$ cat config.mk
export PLATFORM = sky130hd
export DESIGN_NAME = pc_gen_unit
export DESIGN_NICKNAME = d
export VERILOG_FILES = /design/src/rtl/pc_gen_pkg.sv /design/src/rtl/bht_2bit.sv /design/src/rtl/pc_gen_unit.sv
export SDC_FILE = /design/constraint.sdc
export NUM_CORES = 1
export LEC_CHECK = 0
export BUFFER_PORTS_ARGS = -buffer_cell sky130_fd_sc_hd__buf_2
export CELL_PAD_IN_SITES_DETAIL_PLACEMENT = 1
export CELL_PAD_IN_SITES_GLOBAL_PLACEMENT = 2
export CORE_UTILIZATION = 23
export DETAILED_ROUTE_END_ITERATION = 12
export GPL_TIMING_DRIVEN = 0
export PLACE_DENSITY_LB_ADDON = 0.08
export SYNTH_ARGS = -nofsm -noshare
export SYNTH_HDL_FRONTEND = slang
export SYNTH_HIERARCHICAL = 1
export SYNTH_SLANG_ARGS = --single-unit
$ cat constraint.sdc
create_clock -name clk -period 2.6 [get_ports clk]
set_clock_uncertainty 0.2 [all_clocks]
set_input_delay 0.13 -clock clk [delete_from_list [all_inputs] [get_ports clk]]
set_output_delay 0.13 -clock clk [all_outputs]
set_load 0.005 [all_outputs]
$ cat src/rtl/pc_gen_pkg.sv
// rtl/pc_gen_pkg.sv - shared types, constants and counter helper for pc_gen_unit
package pc_gen_pkg;

    typedef logic [1:0] bht_ctr_t;

    localparam bht_ctr_t BHT_CTR_RESET = 2'b01;
    localparam bht_ctr_t CTR_STRONG_T  = 2'b11;
    localparam bht_ctr_t CTR_STRONG_NT = 2'b00;

    typedef enum logic [2:0] {
        SEL_TRAP,
        SEL_MISPRED,
        SEL_JALR,
        SEL_PRED,
        SEL_SEQ
    } next_pc_sel_e;

    // Saturating 2-bit counter step toward the resolved outcome.
    function automatic bht_ctr_t ctr_next(input bht_ctr_t ctr, input logic taken);
        if (taken) begin
            return (ctr == CTR_STRONG_T) ? ctr : ctr + 2'b01;
        end
        return (ctr == CTR_STRONG_NT) ? ctr : ctr - 2'b01;
    endfunction

endpackage

$ cat src/rtl/bht_2bit.sv
// rtl/bht_2bit.sv - direct-mapped table of 2-bit counters, async read, sync update
module bht_2bit
    import pc_gen_pkg::*;
#(
    parameter  int BHT_ENTRIES = 16,
    localparam int IDX_W       = $clog2(BHT_ENTRIES)
) (
    input  logic             clk,
    input  logic             reset_n_in,
    input  logic [IDX_W-1:0] rd_idx_i,
    output bht_ctr_t         rd_ctr_o,
    input  logic             upd_valid_i,
    input  logic [IDX_W-1:0] upd_idx_i,
    input  logic             upd_taken_i
);

    bht_ctr_t ctr_q [BHT_ENTRIES];
    bht_ctr_t ctr_d;

    assign ctr_d    = ctr_next(ctr_q[upd_idx_i], upd_taken_i);
    // Read comes straight from the registers, so a same-cycle update is not visible.
    assign rd_ctr_o = ctr_q[rd_idx_i];

    always_ff @(posedge clk or negedge reset_n_in) begin
        if (!reset_n_in) begin
            for (int i = 0; i < BHT_ENTRIES; i++) begin
                ctr_q[i] <= BHT_CTR_RESET;
            end
        end else if (upd_valid_i) begin
            ctr_q[upd_idx_i] <= ctr_d;
        end
    end

endmodule

$ cat src/rtl/pc_gen_unit.sv
// rtl/pc_gen_unit.sv - PC register and next-fetch-address select; PC_GEN_BPRED_EN adds the BHT
module pc_gen_unit
    import pc_gen_pkg::*;
#(
    parameter  int             XLEN        = 32,
    parameter  logic [XLEN-1:0] BOOT_ADDR  = '0,
    parameter  int             BHT_ENTRIES = 16,
    localparam int             BHT_IDX_W   = $clog2(BHT_ENTRIES)
) (
    input  logic            clk,
    input  logic            reset_n_in,
    input  logic            stall_in,
    input  logic            fetch_ready_in,
    output logic            fetch_valid_out,
    output logic [XLEN-1:0] pc_out,
    output logic [XLEN-1:0] pc_plus4_out,
    output logic            pred_taken_out,
    input  logic            br_in,
    input  logic            jal_in,
    input  logic [XLEN-1:0] imm_in,
    input  logic            jalr_valid_in,
    input  logic [XLEN-1:0] jalr_target_in,
    input  logic            trap_valid_in,
    input  logic [XLEN-1:0] trap_target_in,
    input  logic            mispredict_in,
    input  logic [XLEN-1:0] correct_pc_in,
    input  logic            upd_valid_in,
    input  logic [XLEN-1:0] upd_pc_in,
    input  logic            upd_taken_in,
    output logic            misaligned_out
);

    logic [XLEN-1:0] pc_q, pc_d;
    logic            valid_q;
    logic            pred_bit;
    logic [XLEN-1:0] cand;
    next_pc_sel_e    sel;
    logic            misaligned;
    logic            load;
    logic            unused_bits;

`ifdef PC_GEN_BPRED_EN
    bht_ctr_t rd_ctr;

    bht_2bit #(.BHT_ENTRIES(BHT_ENTRIES)) u_bht (
        .clk         (clk),
        .reset_n_in  (reset_n_in),
        .rd_idx_i    (pc_q[BHT_IDX_W+1:2]),
        .rd_ctr_o    (rd_ctr),
        .upd_valid_i (upd_valid_in),
        .upd_idx_i   (upd_pc_in[BHT_IDX_W+1:2]),
        .upd_taken_i (upd_taken_in)
    );

    assign pred_bit    = rd_ctr[1];
    assign unused_bits = ^{rd_ctr[0], upd_pc_in[XLEN-1:BHT_IDX_W+2], upd_pc_in[1:0],
                           jalr_target_in[0]};
`else
    // Backward branches (negative offset) predicted taken, forward not taken.
    assign pred_bit    = imm_in[XLEN-1];
    assign unused_bits = ^{upd_valid_in, upd_pc_in, upd_taken_in, jalr_target_in[0]};
`endif

    assign pc_out          = pc_q;
    assign pc_plus4_out    = pc_q + XLEN'(4);
    assign fetch_valid_out = valid_q;
    assign pred_taken_out  = jal_in | (br_in & pred_bit);
    assign misaligned_out  = misaligned;

    always_comb begin
        sel  = SEL_SEQ;
        cand = pc_plus4_out;
        if (trap_valid_in) begin
            sel  = SEL_TRAP;
            cand = trap_target_in;
        end else if (mispredict_in) begin
            sel  = SEL_MISPRED;
            cand = correct_pc_in;
        end else if (jalr_valid_in) begin
            sel  = SEL_JALR;
            cand = {jalr_target_in[XLEN-1:1], 1'b0};
        end else if (pred_taken_out) begin
            sel  = SEL_PRED;
            cand = pc_q + imm_in;
        end
    end

    // Nothing loads until the first post-reset edge has presented BOOT_ADDR as a valid fetch.
    always_comb begin
        misaligned = valid_q && (sel != SEL_TRAP) && cand[1];
        load       = valid_q && !misaligned &&
                     ((sel == SEL_TRAP) || (sel == SEL_MISPRED) ||
                      (fetch_ready_in && !stall_in));
        pc_d       = load ? cand : pc_q;
    end

    always_ff @(posedge clk or negedge reset_n_in) begin
        if (!reset_n_in) begin
            pc_q    <= BOOT_ADDR;
            valid_q <= 1'b0;
        end else begin
            pc_q    <= pc_d;
            valid_q <= 1'b1;
        end
    end

endmodule
# After elaboration in Yosys (flattened, before gate mapping)
# Index checks and enable logic that the tools add are counted.
[totals]
regBits = 33
latch_bits = 0
mem_bits_rw = 0
romBits = 0
in_bits = 171
out_inout_bits = 67
wordCells = 26
mem_count = 0
[classes]
n_addsub = 2
n_mul = 0
div_mod_pow = 0
magnitude_cmp = 0
n_eq_ne = 1
n_shift = 0
muxes = 8
bitwise_logic = 2
n_reduce_logical = 11
[ops]
columns = ["cell", "count"]
rows = [
  ["$mux W32", 4],
  ["$add A32 B3 Y32 const B", 1],
  ["$add A32 B32 Y32", 1],
  ["$mux W3", 4],
  ["$logic_and A1 B1 Y1", 5],
  ["$eq A3 B1 Y1 const B", 1],
  ["$logic_not A3 Y1", 1],
  ["$reduce_bool A3 Y1", 1],
  ["$logic_not A1 Y1", 2],
  ["$logic_or A1 B1 Y1", 2],
  ["$and A1 B1 Y1", 1],
  ["$or A1 B1 Y1", 1],
]

# Longest topological paths before layout
# Gate-level depths: netlist (run 1).
[logic_depth]
word_depth = 12
mapped_depth = 11
ltp_nobuf = 10

# Worst setup path after synthesis (run 1)
# No wires, ideal clock.
[synth_timing]
kind = "register -> register"
from = "register pc_q[0] (netlist: pc_out[0])"
to = "register pc_q[22] (netlist: pc_out[22])"
arrival_time_ns = 2.502
t_required_ns = 2.276
slack_ns = -0.226
path_stages_with_launch = 10
path_buffers = 0
synth_period_minus_slack_ns = 2.826
path_cell_list = "dfrtp_1 -> ha_1 -> fa_1 -> a211oi_2 -> o21bai_1 -> a21oi_1 -> o211ai_1 -> a21oi_1 -> o21ai_0 -> a211o_1"
[synth_between]
elab_chain_len = 9
word_cells_on_any_way = 10
classes_between = "2 x add/sub; 4 x mux; 4 x reduce/logical"
[synth_lines]
columns = ["element", "line_no", "text"]
rows = [
  ["start: declaration", "pc_gen_unit.sv:33", "logic [XLEN-1:0] pc_q, pc_d;"],
  ["start signal: assignment", "pc_gen_unit.sv:102", "pc_q <= pc_d;"],
  ["$add A32 B3 Y32 or $add A32 B32 Y32 (tied branches)", "pc_gen_unit.sv:65, pc_gen_unit.sv:84", ""],
  ["$mux W32 *", "pc_gen_unit.sv:82", "end else if (pred_taken_out) begin"],
  ["$mux W32 *", "pc_gen_unit.sv:79", "end else if (jalr_valid_in) begin"],
  ["$mux W32 *", "pc_gen_unit.sv:76", "end else if (mispredict_in) begin"],
  ["$mux W32 *", "pc_gen_unit.sv:73", "if (trap_valid_in) begin"],
  ["$logic_and A1 B1 Y1", "pc_gen_unit.sv:90", "misaligned = valid_q && (sel != SEL_TRAP) && cand[1];"],
  ["$logic_not A1 Y1", "pc_gen_unit.sv:91", "load = valid_q && !misaligned &&"],
  ["$logic_and A1 B1 Y1 (2 in a row)", "pc_gen_unit.sv:91", ""],
]
# Mark *: on every way between the ends. The rest lies on a longest branch, timed or not.
# A chain may end at the register's enable or synchronous reset.

# Worst setup path after layout (run 1)
[layout_timing]
from = "register pc_q[3] (netlist: pc_out[3])"
to = "register pc_q[31] (netlist: pc_out[31])"
[layout_between]
elab_chain_len = 5
word_cells_on_any_way = 6
classes_between = "2 x add/sub; 4 x mux"
[layout_lines]
columns = ["element", "line_no"]
rows = [
  ["$add A32 B3 Y32 or $add A32 B32 Y32 (tied branches)", "pc_gen_unit.sv:65, pc_gen_unit.sv:84"],
  ["$mux W32 *", "pc_gen_unit.sv:82"],
  ["$mux W32 *", "pc_gen_unit.sv:79"],
  ["$mux W32 *", "pc_gen_unit.sv:76"],
  ["$mux W32 *", "pc_gen_unit.sv:73"],
]
# Marked as above.

==> impl_results.md, run 1 <==
- Worst hold slack: 9.50 ps
- Synth async-reset ratio: 100%
- Starting Density: 23.5%
- Unrepaired setup endpoints after global routing: true
- Die Ht: 149 um
- DR top layer: met4
- First-pass GRT wire length: 43200 um
- Via/cell ratio: 5.45
- Vias after detailed routing: 6798
- Bufs on Longest Clock Path: 2
- Max cap viols: 0
- Placed instance count: 1138
- Met2 routed WL: 13700 um
- DIE WIDTH: 149 um
- H-tree levels: 2
- Core Util, Final: 39.4%
- Largest net degree at the start of global routing: 34
- Slew margin rel.: 33.6%
- Post-synth EDFFs: 0
- Final worst path period share: 111%
- Worst setup path category: flop to flop
- Syn avg cell area: 7.45 um2
- Commonest register cell after synthesis: dfrtp_1
- # rows: 53
- CP startpoint kind: flop
- Mapped Area: 4940 um2
- Pwr Total: 4600 uW
- DIE AREA: 22100 um2
- Drt first pass iters: 6
- Core box area: 21000 um2
- Routed met1 length: 13800 um
- Post-layout min period: 2880 ps
- Pins Over Slew Limit: 0
- Worst slew pin tran: 995 ps
- Worst-path clk slew: 70 ps
- CP Capture Type: flop
- Crit-path max cell delay: 430 ps
- Overflow after GRT: 0
- Leak: 0.00361 uW
- WP data required: 2570 ps
- Layout cells sized above 1: 47.2%
- Finished Layout Cells: 1248
- CP Data Arrival Time: 2850 ps
- Hold Vio Cnt, Final: 0
- Antenna Nets Post-Route: 0
- Violations in the final reports: setup timing
- Initial antenna violation count: 0
- Cts bufs inserted: 5
- ANT cells: 0
- Vias in the first global route: 7038
- Max Fanout on Critical Path: 2
- RD Place Congestion: 0.893
- Area growth, synth to finish: 67.7%
- Final setup fails: 24
- Total GRT Usage: 26.8%
- Port Buf Inserts: 200
- Total of warnings raised by yosys: 6
- DR WL/cell: 24.1 um
- HP Class: input port to flop
- Detailed Place HPWL: 21700 um
- Highest clock rate: 348 MHz
- Post-Syn Nets: 867
- Sink Count: 33
- Finished Cell Area: 8290 um2
- Routed WL: 30100 um
- Nets: 1177
- Critical Path Slowest Stage Cell: dfrtp_2
- Outcome: finished with violations
- Cells after synthesis: 663
- Initial DRC Count: 339
- Latest clock arrival within the worst-skew pair: 300 ps
- I/O pin count: 238
- Worst vdd ir: 0.249 mV
- Seq/Total Area, Yosys: 16.7%
- Crit path cell chain: ha_4, a21o_1, a211o_1, o211ai_2, nand4b_1, a31oi_4, buf_4, o21ai_4, a2111oi_4, nor3b_1
- Yosys cell types: 75
- Met3 WL post-DR: 1580 um
- CTS tree: built
- Seq cells post-synth: 33
- Root buf cell: clkbuf_16
- Setup ws final: -277 ps
- Placed cell areas: 6330 um2
- DRC viols: 0
- Power density over the cells: 555 nW/um2
==> per-layer routing <==
metal	GRT usage [%]	up-vias
met4	10.7	0
met5	0	-
li1	-	3118
met2	43.3	275
met1	35.7	3352
met3	3.68	53
==> registers in the layout, summed over array words and instances, names as in the netlist <==
register	cells
pc_out	32
fetch_valid_out	1
==> where the power goes <==
group	internal, uW	switching, uW
Sequential	618	187
Combinational	1440	1690
Clock	378	281
Total	2440	2160
==> what timing repair did <==
item / CTS / global route
pin swaps: 49 / 53
hold endpoints to repair: 48 / 0
endpoints found under the setup margin: 55 / 46
hold buffers: 30 / 0
gates resized for setup: 128 / 83
buffers inserted: 50 / 29
==> per-stage QoR <==
step           worst slack, ps  setup TNS, ps
6_report                  -277          -2830
5_1_grt                   -341          -5070
4_1_cts                   -257          -2740
3_5_place_dp              -899         -24730
3_3_place_gp              -877         -23840
2_1_floorplan            -34.9          -69.2
==> cell usage in the layout (no fill, tap or decap), drive strengths merged, types with 7 or more instances in the layout <==
cell	n
nor4	8
a211oi	14
xnor2	31
dlygate4sd3	30
a21oi	63
o21bai	7
nor3	12
a221oi	18
o21ai	48
a21o	18
xor2	21
dfrtp	33
a31oi	11
buf	295
nand2	71
o22ai	12
o31ai	8
nor2	56
and3	11
nand4	19
clkbuf	31
inv	19
ha	32
nand3	24
o221ai	9
==> area by class of cell <==
type	count	area, um2
inverter	19	71.3
buffer	41	324
fill	2564	12700
tap	275	344
timing repair buffer	308	1990
multi-input combinational	565	4570
clock buffer	7	143
sequential	33	847
==> cell families (layout without fill, tap and decap cells) <==
kind of cell	count (synthesis)	after routing	share of synthesized area [%]
other cells	1	1	0.0759
xor+xnor	52	52	9.37
compound gates	243	243	33.0
flops	33	33	16.7
fa+ha+maj	33	33	8.51
mux	7	7	1.47
buf+inv	65	375	7.34
simple gates	229	229	23.5
==> worst max-delay path, delay by kind of cell, from the launching register on <==
kind / cells / cell delay [ps]
adder cells (fa/ha/maj): 1 / 220
buffers and inverters: 1 / 160
AND/OR/NAND/NOR: 2 / 360
AO/OA/AOI/OAI: 6 / 1380
flip-flops: 1 / 430
==> cell usage after synthesis (5+ instances only) <==
library cell  number  area (um2)
nand2_1           71         267
a21oi_1           62         310
nor2_1            56         210
o21ai_0           46         230
dfrtp_1           33         826
ha_1              32         400
xnor2_1           30         263
nand3_1           23         115
clkbuf_1          22        82.6
xor2_1            21         184
a221oi_1          18         158
inv_1             18        67.6
nand4_1           16         100
a21o_1            15         113
a211oi_1          13        97.6
o22ai_1           12        75.1
and3_1            11        68.8
a31oi_1           10        62.6
nor3_1             9        45.0
o221ai_1           9        78.8
buf_2              7        35.0
o21bai_1           7        52.6
o31ai_1            7        52.6
nor4_1             6        37.5
a22oi_1            5        37.5
and4_1             5        43.8
buf_4              5        37.5
buf_6              5        56.3
mux2i_1            5        50.1
nor2b_1            5        31.3
==> worst paths after layout <==
check	startpoint	slack [ps]	cells after the start	end
max	pc_out[3]$_DFFE_PN0P_	-280	10	pc_out[31]$_DFFE_PN0P_
max in group asynchronous	reset_n_in	1160	2	pc_out[7]$_DFFE_PN0P_
min in group asynchronous	reset_n_in	340	2	pc_out[0]$_DFFE_PN0P_
min	correct_pc_in[7]	9	3	pc_out[7]$_DFFE_PN0P_
max reg2reg	pc_out[3]$_DFFE_PN0P_	-280	10	pc_out[31]$_DFFE_PN0P_
min reg2reg	pc_out[4]$_DFFE_PN0P_	370	2	pc_out[4]$_DFFE_PN0P_
Note: power is estimated with default switching activity, not from simulation.
==> inputs of run 2 (changes only) <==
- ABC_AREA: default -> 1
- CORE_UTILIZATION: 23 -> 21
==> impl_results.md, run 2 <==
- Outcome: finished clean
- Unrepaired setup endpoints after global routing: true
- GR Util met2: 40.2%
- Placed instance count: 1472
- WP data required: 2270 ps
- Starting Density: 21.6%
- Highest clock rate: 399 MHz
- DIE WIDTH: 161 um
- Reg2reg end: pc_out[31]$_DFFE_PN0P_
- Most frequent cells after synthesis: 306 x nand2_1, 146 x nor2_1, 118 x inv_1
- Worst vdd ir: 0.237 mV
- Mapped Area: 5280 um2
- DR WL/cell: 19.7 um
- Core box area: 24500 um2
- Final worst path period share: 96.4%
- First-pass GRT wire length: 43900 um
- I/O pin count: 238
- CP Capture Type: primary output
- Cts bufs inserted: 5
- Sink Count: 33
- Port Buf Inserts: 201
- Max cap viols: 0
- Latest clock arrival within the worst-skew pair: 290 ps
- Cells after synthesis: 947
- Finished Layout Cells: 1503
- Setup ws final: 93.7 ps
- HP Class: input port to flop
- Overflow after GRT: 0
- Drt first pass iters: 4
- CP startpoint kind: flop
- Area of the multi-input gates: 4220 um2
- Vias in the first global route: 7274
- Pins Over Slew Limit: 0
- Synth async-reset ratio: 100%
- Placed cell areas: 6690 um2
- Largest net degree at the start of global routing: 34
- Commonest non-fill, non-tap cells in the layout: 288 x nand2_1, 203 x buf_2, 137 x nor2_1
- Met1 GRT Util: 30.3%
- Core Util, Final: 30.5%
- Total negative slack: 0 ps
- Seq cells post-synth: 33
- Flop2flop setup slack: 130 ps
- Nets: 1381
- Hold EP: pc_out[5]$_DFFE_PN0P_
- Commonest register cell after synthesis: dfrtp_1
- Max Fanout on Critical Path: 6
- Worst setup path category: flop to primary output
- RR Startpoint: pc_out[18]$_DFFE_PN0P_
- Post-synth EDFFs: 0
- Worst reg2reg path depth: 13
- DRC viols: 0
- Seq/Total Area, Yosys: 15.6%
- DIE AREA: 25800 um2
- Most common cell in the synthesized netlist: nand2_1
- Detailed Place HPWL: 25100 um
- Grt met3 use: 2.12%
- H-tree levels: 2
- CTS tree: built
- Most common cell after layout, fill and taps aside: nand2_1
- Min-delay src: trap_target_in[5]
- Initial antenna violation count: 1
- Antenna Nets Post-Route: 0
- CP Data Arrival Time: 2180 ps
- Leak: 0.00376 uW
- Top cell type by total area after synthesis: nand2_1
- Final setup fails: 0
- Slew margin rel.: 39.9%
- Post-layout min period: 2510 ps
- RD Place Congestion: 0.868
- Worst-path clk slew: 60 ps
- GRT Max-Usage Layer: met2
- Total GRT Usage: 23.0%
- Total of warnings raised by yosys: 6
- Routed WL: 29600 um
- Layout cells sized above 1: 29.0%
- Initial DRC Count: 220
- # rows: 57
- Syn avg cell area: 5.57 um2
- Area growth, synth to finish: 41.5%
- Finished Cell Area: 7470 um2
- Top cell type's share of synthesized area: 21.8%
- Vias after detailed routing: 6948
- Die Ht: 161 um
- Hold Vio Cnt, Final: 0
- Bufs on Longest Clock Path: 2
- Top cells by area, synth: nand2_1 22%, dfrtp_1 16%, nor2_1 10%, inv_1 8.4%, ha_1 7.6%
- Power density over the cells: 562 nW/um2
- Pre-CTS setup slack: -225 ps
- Yosys cell types: 47
- Worst slew pin tran: 902 ps
- Fillcell total: 3229
- Root buf cell: clkbuf_16
- Max reg flops: 32
- FF/Latch Area: 852 um2
- Via/cell ratio: 4.62
- Worst hold path cell count: 3
- Post-Syn Nets: 1151
-- run 2: worst max-delay path by stage --
stage	startpoint	end	slack, ps
floorplan	pc_out[2]$_DFFE_PN0P_	pc_out[9]$_DFFE_PN0P_	410
global placement	pc_out[12]$_DFFE_PN0P_	pc_out[31]$_DFFE_PN0P_	-220
global route	pc_out[4]$_DFFE_PN0P_	pc_out[31]$_DFFE_PN0P_	-40
CTS	pc_out[4]$_DFFE_PN0P_	pc_out[31]$_DFFE_PN0P_	-40
detailed placement	pc_out[12]$_DFFE_PN0P_	pc_out[31]$_DFFE_PN0P_	-220
finish	pc_out[10]$_DFFE_PN0P_	pc_plus4_out[21]	90
-- run 2: repair_timing --
action                                  CTS  global route
hold endpoints to repair                 44             0
resized for setup                        32            75
pin swaps                                 0             2
gates cloned                              0             0
endpoints found under the setup margin   28            39
hold buffers                             14             0
buffers inserted                          1             7
-- run 2: report_power, final --
group,leakage (uW),switching [uW],internal [uW],total (uW)
combinational,0.00332,1570,976,2540
clock,0.0000841,265,480,745
sequential,0.000363,289,624,913
-- run 2: stage by stage --
step | hold WS, ps | power (uW)
6_report | 3.12 | 4200
5_1_grt | 14.3 | 4550
4_1_cts | 3.62 | 4050
3_5_place_dp | 110 | 3200
3_3_place_gp | 103 | 3190
2_1_floorplan | -366 | 2160
-- run 2: area by class of cell --
type	count	share of cell area (%)
Clock inverter	1	0.402
Timing Repair Buffer	223	16.2
Inverter	123	6.18
Clock buffer	7	1.91
Multi-Input combinational cell	766	56.6
Antenna cell	1	0.0335
Sequential cell	33	11.4
Buffer	25	1.93
Tap cell	324	5.43
-- run 2: metal layers --
| layer | vias up | routed length [um] | part of all wire, % |
|---|---|---|---|
| li1 | 3516 | - | - |
| met1 | 3259 | 13800 | 47 |
| met2 | 150 | 14400 | 48 |
| met3 | 23 | 946 | 3.2 |
| met4 | 0 | 473 | 1.6 |
| met5 | - | 0 | 0 |
-- run 2: cells by family (layout without fill, tap and decap cells) --
| logic type | after synthesis | in the layout | synth area share, % |
|---|---|---|---|
| simple gates | 567 | 567 | 44.9 |
| buf+inv | 148 | 379 | 11.3 |
| compound gates | 143 | 143 | 16.1 |
| fa+ha+maj | 33 | 33 | 7.97 |
| flops | 33 | 33 | 15.6 |
| xor+xnor | 22 | 22 | 4.08 |
| other cells | 1 | 2 | 0.0711 |
-- run 2: worst max-delay path: stages, from the launching register on --
cell and delay (ps):
dfrtp_2 500, nand2_1 180, nor2_1 250, nand3_1 230, o31ai_1 400, nand2_1 160
buf_2 160
